`src/rtl/bus_pkg.sv`:
```
// Shared types and defaults for the serial system bus front end.
package bus_pkg;

  localparam int ADDR_W_DEF = 16;
  localparam int DATA_W_DEF = 8;
  localparam int DEV_W_DEF  = 4;
  localparam int ACK_TO_DEF = 16;
  localparam int CNT_W      = 16;

  localparam logic MODE_READ  = 1'b0;
  localparam logic MODE_WRITE = 1'b1;

  localparam logic [1:0] SLV_NONE = 2'd0;
  localparam logic [1:0] SLV_1    = 2'd1;
  localparam logic [1:0] SLV_2    = 2'd2;
  localparam logic [1:0] SLV_3    = 2'd3;

  typedef enum logic [3:0] {
    ST_IDLE,
    ST_REQ,
    ST_DEV,
    ST_WAIT_ACK,
    ST_ADDR,
    ST_WDATA,
    ST_RWAIT,
    ST_RDATA,
    ST_DONE
  } mst_state_e;

endpackage

```
`src/rtl/bus_arbiter.sv`:
```
// Two-requester non-preemptive bus arbiter; requester 1 wins ties from idle.
module bus_arbiter
  import bus_pkg::*;
(
  input  logic clk,
  input  logic rstn,
  input  logic breq1,
  input  logic breq2,
  output logic bgrant1,
  output logic bgrant2,
  output logic msel
);

  // A released grant leaves the bus idle for one edge before re-granting.
  always_ff @(posedge clk) begin
    if (!rstn) begin
      bgrant1 <= 1'b0;
      bgrant2 <= 1'b0;
      msel    <= 1'b0;
    end else if (bgrant1) begin
      if (!breq1) bgrant1 <= 1'b0;
    end else if (bgrant2) begin
      if (!breq2) bgrant2 <= 1'b0;
    end else if (breq1) begin
      bgrant1 <= 1'b1;
      msel    <= 1'b0;
    end else if (breq2) begin
      bgrant2 <= 1'b1;
      msel    <= 1'b1;
    end
  end

endmodule

```
`src/rtl/bus_master_frontend.sv`:
```
// Parallel-to-serial bus master with arbiter and slave decoder.
// Optional MASTER_ACK_TIMEOUT_EN aborts a transaction whose ack never arrives.
module bus_master_frontend
  import bus_pkg::*;
#(
  parameter int ADDR_WIDTH        = ADDR_W_DEF,
  parameter int DATA_WIDTH        = DATA_W_DEF,
  parameter int DEVICE_ADDR_WIDTH = DEV_W_DEF,
  parameter int ACK_TIMEOUT       = ACK_TO_DEF
) (
  input  logic                  clk,
  input  logic                  rstn,
  input  logic [DATA_WIDTH-1:0] dwdata,
  output logic [DATA_WIDTH-1:0] drdata,
  input  logic [ADDR_WIDTH-1:0] daddr,
  input  logic                  dvalid,
  output logic                  dready,
  input  logic                  dmode,
  input  logic                  mrdata,
  input  logic                  svalid,
  output logic                  mwdata,
  output logic                  mmode,
  output logic                  mvalid,
  input  logic                  breq2,
  output logic                  bgrant2,
  output logic                  msel,
  output logic                  mvalid1,
  output logic                  mvalid2,
  output logic                  mvalid3,
  output logic                  ssel,
  output logic                  ack
);

`ifdef MASTER_ACK_TIMEOUT_EN
  localparam bit TMO_EN = 1'b1;
`else
  localparam bit TMO_EN = 1'b0;
`endif

  localparam int TX_W    = ADDR_WIDTH + DATA_WIDTH;
  localparam int LADDR_W = ADDR_WIDTH - DEVICE_ADDR_WIDTH;
  localparam int DCNT_W  = $clog2(DEVICE_ADDR_WIDTH + 1);

  mst_state_e            state, state_nxt;
  logic [TX_W-1:0]       tx_sh;
  logic [DATA_WIDTH-2:0] rx_sh;
  logic [DATA_WIDTH-1:0] rx_word;
  logic [CNT_W-1:0]      cnt;
  logic                  mbreq, bgrant1, step, rx_bit, rx_last;
  logic [DCNT_W-1:0]     dcnt;
  logic                  dev_prev, own_grant;
  logic [1:0]            slv, dev_idx;

  bus_arbiter u_arb (
    .clk     (clk),
    .rstn    (rstn),
    .breq1   (mbreq),
    .breq2   (breq2),
    .bgrant1 (bgrant1),
    .bgrant2 (bgrant2),
    .msel    (msel)
  );

  assign dready  = (state == ST_IDLE);
  assign mvalid  = (state == ST_DEV) || (state == ST_ADDR) || (state == ST_WDATA);
  assign mwdata  = mvalid & tx_sh[TX_W-1];
  assign mbreq   = !((state == ST_IDLE) || (state == ST_DONE));
  assign rx_bit  = svalid && ((state == ST_RWAIT) || (state == ST_RDATA));
  assign rx_last = svalid && (state == ST_RDATA) && (cnt == CNT_W'(DATA_WIDTH-1));
  assign rx_word = {rx_sh, mrdata};
  // cnt counts bits (or wait cycles) within the current phase.
  assign step    = mvalid || (state == ST_WAIT_ACK) || ((state == ST_RDATA) && svalid);

  always_ff @(posedge clk) begin
    if (!rstn) state <= ST_IDLE;
    else       state <= state_nxt;
  end

  always_comb begin
    state_nxt = state;
    case (state)
      ST_IDLE:     if (dvalid) state_nxt = ST_REQ;
      ST_REQ:      if (bgrant1) state_nxt = ST_DEV;
      ST_DEV:      if (cnt == CNT_W'(DEVICE_ADDR_WIDTH-1)) state_nxt = ST_WAIT_ACK;
      ST_WAIT_ACK: if (ack) state_nxt = ST_ADDR;
                   else if (TMO_EN && (cnt == CNT_W'(ACK_TIMEOUT-1))) state_nxt = ST_DONE;
      ST_ADDR:     if (cnt == CNT_W'(LADDR_W-1))
                     state_nxt = (mmode == MODE_WRITE) ? ST_WDATA : ST_RWAIT;
      ST_WDATA:    if (cnt == CNT_W'(DATA_WIDTH-1)) state_nxt = ST_DONE;
      ST_RWAIT:    if (svalid) state_nxt = ST_RDATA;
      ST_RDATA:    if (rx_last) state_nxt = ST_DONE;
      ST_DONE:     state_nxt = ST_IDLE;
      default:     state_nxt = ST_IDLE;
    endcase
  end

  always_ff @(posedge clk) begin
    if (!rstn) begin
      tx_sh  <= '0;
      rx_sh  <= '0;
      cnt    <= '0;
      mmode  <= MODE_READ;
      drdata <= '0;
    end else begin
      if (dready && dvalid) begin
        tx_sh <= {daddr, dwdata};
        mmode <= dmode;
      end else if (mvalid) begin
        tx_sh <= tx_sh << 1;
      end
      // The first read bit is taken in RWAIT, so RDATA starts at one.
      if (state_nxt != state) cnt <= (state == ST_RWAIT) ? CNT_W'(1) : '0;
      else if (step)          cnt <= cnt + 1'b1;
      if (rx_bit)  rx_sh  <= rx_word[DATA_WIDTH-2:0];
      if (rx_last) drdata <= rx_word;
    end
  end

  // Only the last two device bits pick the slave, so only those are kept.
  assign dev_idx   = {dev_prev, mwdata};
  assign own_grant = msel ? bgrant2 : bgrant1;

  always_ff @(posedge clk) begin
    if (!rstn) begin
      dcnt     <= '0;
      dev_prev <= 1'b0;
      slv      <= SLV_NONE;
      ssel     <= 1'b0;
      ack      <= 1'b0;
    end else begin
      ack <= 1'b0;
      if (!own_grant) begin
        dcnt <= '0;
        slv  <= SLV_NONE;
        ssel <= 1'b0;
      end else if (mvalid && !ssel && (dcnt < DCNT_W'(DEVICE_ADDR_WIDTH))) begin
        dev_prev <= mwdata;
        dcnt     <= dcnt + 1'b1;
        if ((dcnt == DCNT_W'(DEVICE_ADDR_WIDTH-1)) && (dev_idx != SLV_NONE)) begin
          ack  <= 1'b1;
          ssel <= 1'b1;
          slv  <= dev_idx;
        end
      end
    end
  end

  assign mvalid1 = mvalid & ssel & (slv == SLV_1);
  assign mvalid2 = mvalid & ssel & (slv == SLV_2);
  assign mvalid3 = mvalid & ssel & (slv == SLV_3);

endmodule

```
`config.mk`:
```
export PLATFORM = sky130hd
export DESIGN_NAME = bus_master_frontend
export DESIGN_NICKNAME = d
export VERILOG_FILES = /design/src/rtl/bus_pkg.sv /design/src/rtl/bus_arbiter.sv /design/src/rtl/bus_master_frontend.sv
export SDC_FILE = /design/constraint.sdc
export NUM_CORES = 1
export LEC_CHECK = 0
export ABC_CLOCK_PERIOD_IN_PS = 2100
export CAP_MARGIN = 15
export CELL_PAD_IN_SITES_DETAIL_PLACEMENT = 0
export CELL_PAD_IN_SITES_GLOBAL_PLACEMENT = 1
export CORE_MARGIN = 2
export CORE_UTILIZATION = 37
export DETAILED_ROUTE_END_ITERATION = 8
export PLACE_DENSITY_LB_ADDON = 0.1
export SYNTH_ARGS = -nofsm -noshare
export SYNTH_HDL_FRONTEND = slang
export SYNTH_SLANG_ARGS = --single-unit
export TNS_END_PERCENT = 50
```
`constraint.sdc`:
```
create_clock -name clk -period 2.1 [get_ports clk]
set_clock_uncertainty 0.1 [all_clocks]
set_input_delay 0.315 -clock clk [delete_from_list [all_inputs] [get_ports clk]]
set_output_delay 0.315 -clock clk [all_outputs]
set_load 0.005 [all_outputs]
```
---- Yosys cells after proc, flatten, opt, wreduce, memory -nomap -nowiden ----
Index checks and enable logic that the tools add are counted.
cells by class
  add/subtract/negate cells ............... 2
  $lt $le $gt $ge ......................... 1
  equal/unequal tests ..................... 17
  muxes and demuxes ....................... 25
  bitwise logic cells ..................... 7
  reductions and logical operators ........ 23
operators by type and width
  kind                     number
  $mux W24                 2
  $mux W16                 2
  $mux W4                  8
  $pmux W4 S8              1
  $add A16 B1 Y16 const B  1
  $eq A16 B2 Y1 const B    1
  $eq A16 B3 Y1 const B    1
  $eq A16 B4 Y1 const B    1
  $eq A4 B3 Y1 const B     4
  $mux W1                  11
  $eq A4 B2 Y1 const B     2
  $logic_and A1 B1 Y1      7
  $logic_or A1 B1 Y1       6
  $reduce_and A2 Y1        3
  $reduce_and A3 Y1        2
  $reduce_bool A2 Y1       3
  $and A1 B1 Y1            5
  $eq A2 B2 Y1 const B     2
  $eq A4 B1 Y1 const B     1
  $eq A4 B4 Y1 const B     1
  $logic_not A4 Y1         1
  $ne A4 B4 Y1             1
  $add A3 B1 Y3 const B    1
  $eq A3 B2 Y1 const B     1
  6 further kinds          7
word-level totals
  register bits ........................... 71
  input port bits ......................... 31
  word-level logic and storage cells ...... 89

---- Logic depth before layout (Yosys ltp) ----
  word-level depth ........................ 7
  depth in mapped cells ................... 9

---- Cells and area by module ----
Synthesis repeated with hierarchy kept, for this count alone.
second synthesis, totals
  cells, all modules ...................... 364
  area total of the unflattened synthesis .. 3362.0 sq um
by module, submodules not included
  module               times used  cells an instance  area each (sq um)  seq. area each (sq um)
  bus_master_frontend  1           353                3248.1             1361.3
  bus_arbiter          1           11                 113.9              60.1

---- Worst setup path after synthesis ----
No wires, ideal clock.
  kind .................................... register to register
  start ................................... register cnt[0]
  end ..................................... register cnt[6]
  setup time .............................. 115 ps
  arrival ................................. 1879 ps
  slack ................................... 6 ps
  stages on the path, launching flop included .. 9
  period minus slack after synthesis ...... 2094 ps
  cells stage by stage .................... dfxtp_1 ha_1 nor4b_1 nand4_1 o211a_1 and2_4 o211ai_4 buf_8 nor2_2
on the way
  word-level cells in the longest chain between the ends .. 6
ends and longest elaborated chain
  element                                         line                                                  text
  start, declared                                 bus_master_frontend.sv:48                             logic [CNT_W-1:0] cnt;
  start signal, assigned                          bus_master_frontend.sv:112                            if (state_nxt != state) cnt <= (state == ST_RWAIT) ? CNT_W'(1) : '0;
  start signal, assigned                          bus_master_frontend.sv:113                            else if (step) cnt <= cnt + 1'b1;
  $eq A16 B3 Y1                                   bus_master_frontend.sv:69, bus_master_frontend.sv:89
  $logic_and A1 B1 Y1                             bus_master_frontend.sv:69                             assign rx_last = svalid && (state == ST_RDATA) && (cnt == CNT_W'(DATA_WIDTH-1));
  $mux W4                                         bus_master_frontend.sv:91                             ST_RDATA: if (rx_last) state_nxt = ST_DONE;
  $pmux W4 S8                                     bus_master_frontend.sv:81                             case (state)
  $ne A4 B4 Y1                                    bus_master_frontend.sv:112
  $mux W16 or $reduce_bool A2 Y1 (tied branches)  --
Several ways; a longest one is shown, not always the timed one. The select of a mux whose other input is x is not followed.
A chain may end at the register's enable or synchronous reset.

---- Worst setup path after layout ----
  start ................................... register state[2]
  end ..................................... output port mvalid3
on the way
  word-level cells in the longest chain between the ends .. 5
ends and longest elaborated chain
  element                                       line                        text
  start, declared                               bus_master_frontend.sv:44   mst_state_e state, state_nxt;
  start signal, assigned                        bus_master_frontend.sv:76   else state <= state_nxt;
  $eq A4 B2 Y1 or $eq A4 B3 Y1 (tied branches)  bus_master_frontend.sv:65   assign mvalid = (state == ST_DEV) || (state == ST_ADDR) || (state == ST_WDATA);
  $logic_or A1 B1 Y1                            bus_master_frontend.sv:65
  $logic_or A1 B1 Y1 (*)                        bus_master_frontend.sv:65
  $and A1 B1 Y1 (*) (2 in series)               bus_master_frontend.sv:150  assign mvalid3 = mvalid & ssel & (slv == SLV_3);
  end, declared                                 bus_master_frontend.sv:29   output logic mvalid3,
Mark *: on every way between the ends. The rest lies on a longest branch, timed or not.

==> flow_metrics.py <==
metrics = {
    "run_status": {
        "status": "complete, no violations",
    },
    "grt": {
        "grt_usage_pct": 16.48,
        "grt_pass1_vias": 2768,
        "grt_max_degree": 44,
        "grt_overflow": 0,
        "grt_pass1_wl_mm": 12.95,
        "grt_antenna_before_repair": 0,
    },
    "placement": {
        "place.gp.congestion": 0.8016,
        "io_buffer_count": 49,
        "dp_hpwl_mm": 5.348,
        "dp_cells": 553,
        "post_dp_cell_area_mm2": 0.004156,
    },
    "route": {
        "vias": 2884,
        "first_pass_iters": 4,
        "viasPerCell": 4.972,
        "first_iter_violations": 101,
        "antenna_left": 0,
        "drc": 0,
        "drt_wl_total_mm": 7.878,
        "routedWlPerCell_um": 13.58,
    },
    "layout": {
        "final_nets": 502,
        "final_cell_mix": "dfxtp_1, nand2_1, buf_4, clkdlybuf4s50_1, a21oi_1",
        "layout-drive-gt1-share_pct": 25.00,
        "final_cells": 580,
        "diodes": 0,
        "syn2layout_area_growth_pct": 38.94,
        "fin_area_mm2": 0.004629,
        "final_common_cell": "dfxtp_1",
    },
    "synth": {
        "synth_edf_count": 0,
        "ys_async_sr_fraction_pct": 0,
        "avgSynthCellArea_um2": 8.862,
        "synth_seq_cells": 71,
        "synth_ff_type": "dfxtp_1",
        "synthCells": 376,
        "synth_top_cell_by_area": "dfxtp_1",
        "synth_area_leaders": "dfxtp_1, nand2_1, a21oi_1",
        "synth_top_area_share_pct": 42.66,
        "syn_nets": 411,
        "ys_warn_count": 0,
        "synthDistinctLibCells": 55,
        "ys_seq_area_share_pct": 42.66,
        "netlist_area_mm2": 0.003332,
    },
    "timing": {
        "tightest_slew_ps": 548.3,
        "drv_slew": 0,
        "hold_violations": 0,
        "maxSlewHeadroom_pct": 63.36,
        "rsz0062_at_grt": "true",
        "setup_violations": 0,
        "fin_crit_ps": 2076,
        "fmax_ghz": 0.4817,
        "fin_crit_sh_pct": 98.86,
    },
    "cts": {
        "clockRootBuffer": "clkbuf_8",
        "clkSinkCount": 71,
        "cts_buffer_depth": 2,
        "clk_latency_ps": 350,
        "ctsHtreeMaxLevel": 3,
        "clk_pin_slew_ps": 80,
        "numCtsBuffers": 9,
        "cts_tree": "done",
    },
    "floorplan": {
        "die_y_um": 98.90,
        "row_count": 34,
        "coreArea_mm2": 0.008721,
        "die_width_um": 98.90,
        "ios": 50,
        "die-area_mm2": 0.009780,
        "start_util_pct": 38.21,
    },
    "power": {
        "p_leak_uw": 0.001697,
        "vdd.ir_drop.worst_mv": 0.2966,
        "power_density_mw_per_mm2": 739.4,
    },
    "worst_setup_path": {
        "crit_type": "reg -> out",
        "rr_worst_depth": 8,
        "crit_chain": "nor3b_4 > a21oi_2 > nor2_4 > buf_4 > nand3_1 > nor2_1 > dlygate4sd2_1",
        "r2r_end": "cnt[10]",
        "required_ps": 1680,
        "endpoint_kind": "output port",
        "arrival_ps": 1660,
        "r2r_slack_ps": 30,
        "cp-start-kind": "flop",
        "reg2reg_from": "cnt[0]",
        "max_stage_delay_ps": 360,
        "path_max_fanout": 4,
        "crit_slowest_cell": "dfxtp_4",
    },
    "min_path": {
        "min_path_cells": 2,
        "hold_class": "reg -> reg",
        "hold_start": "tx_sh[15]",
        "holdPathEnd": "tx_sh[15]",
    },
    "flow_run": {
        "drv_cap": 0,
    },
}
[power by group]
part / internal [uW] / switching, uW
Sequential: 1410 / 46.4
Combinational: 304 / 324
Clock: 793 / 544
[synthesized netlist by cell type (all sizes together) (7+ instances only)]
cell type and number:
a22oi 24, a21oi 38, xnor2 9, nor2 50, nand2 49, inv 10, mux2i 14, buf 13
xor2 7, dfxtp 71, nand3 16
[layer usage]
metal  track usage (%)  routed length [um]
met4             5.585                  95
met5                 0                   0
met2             27.60                3899
met3             4.397                 256
met1             20.52                3626
[registers in the layout, summed over array words and instances, names as in the netlist, 2 cells and up]
signal	cells
cnt	16
state	4
slv	2
dcnt	3
rx_sh	7
tx_sh	24
drdata	8
[through the flow]
step	setup TNS [ps]	hold WS, ps	power, uW	utilization (%)	setup slack [ps]
finish	0	358.8	3423	53.08	24.04
floorplan	0	336.0	1839	-	6.317
global route	-1340	378.5	3603	53.08	-116.5
CTS	-624.3	360.7	3410	50.88	-101.5
detailed placement	-1878	348.7	2048	47.66	-179.8
global placement	-1539	343.5	2046	47.66	-146.5
[worst max-delay path by stage]
stage                        start      end  slack, ps  cells past startpoint
final                     state[2]  mvalid3         20                      7
after global routing      state[2]  mvalid3       -120                      7
after CTS                 state[0]   mwdata       -100                      5
after detailed placement    svalid  cnt[13]       -180                      7
after global placement      svalid  cnt[15]       -150                      7
after floorplan             cnt[0]   cnt[6]          6                      8
[worst max-delay path: cells and delay by family (launching register included)]
family | cells | cell delay (ps)
and+or+nand+nor | 4 | 510
DFF | 1 | 360
buffers and inverters | 2 | 360
AOI/OAI and AO/OA | 1 | 70
[area by class of cell]
type                       instances  area [um2]
clock buffer                       9       123.9
fill                             829        4091
tap                              108       135.1
multi-input combinational        275        1856
clock inverter                     7       120.1
inverter                          11       41.29
timing repair buffer              99       915.9
sequential                        71        1438
[logic make-up (layout without fill, tap and decap cells)]
family / count (synthesis) / in the layout / synth area share [%]
xor+xnor: 16 / 16 / 4.206
fa+ha+maj: 4 / 4 / 1.502
buf+inv: 30 / 126 / 4.806
simple gates: 157 / 157 / 25.46
compound gates: 83 / 83 / 16.82
mux: 15 / 15 / 4.544
flops: 71 / 71 / 42.66
[repair_timing]
item                                    CTS  global route
hold buffers                              0             0
endpoints found under the setup margin   24            23
pin swaps                                 1            15
resized for setup                        11            32
setup buffers                             2             8
cloned                                    0             1
Note: power is estimated with default switching activity, not from simulation.
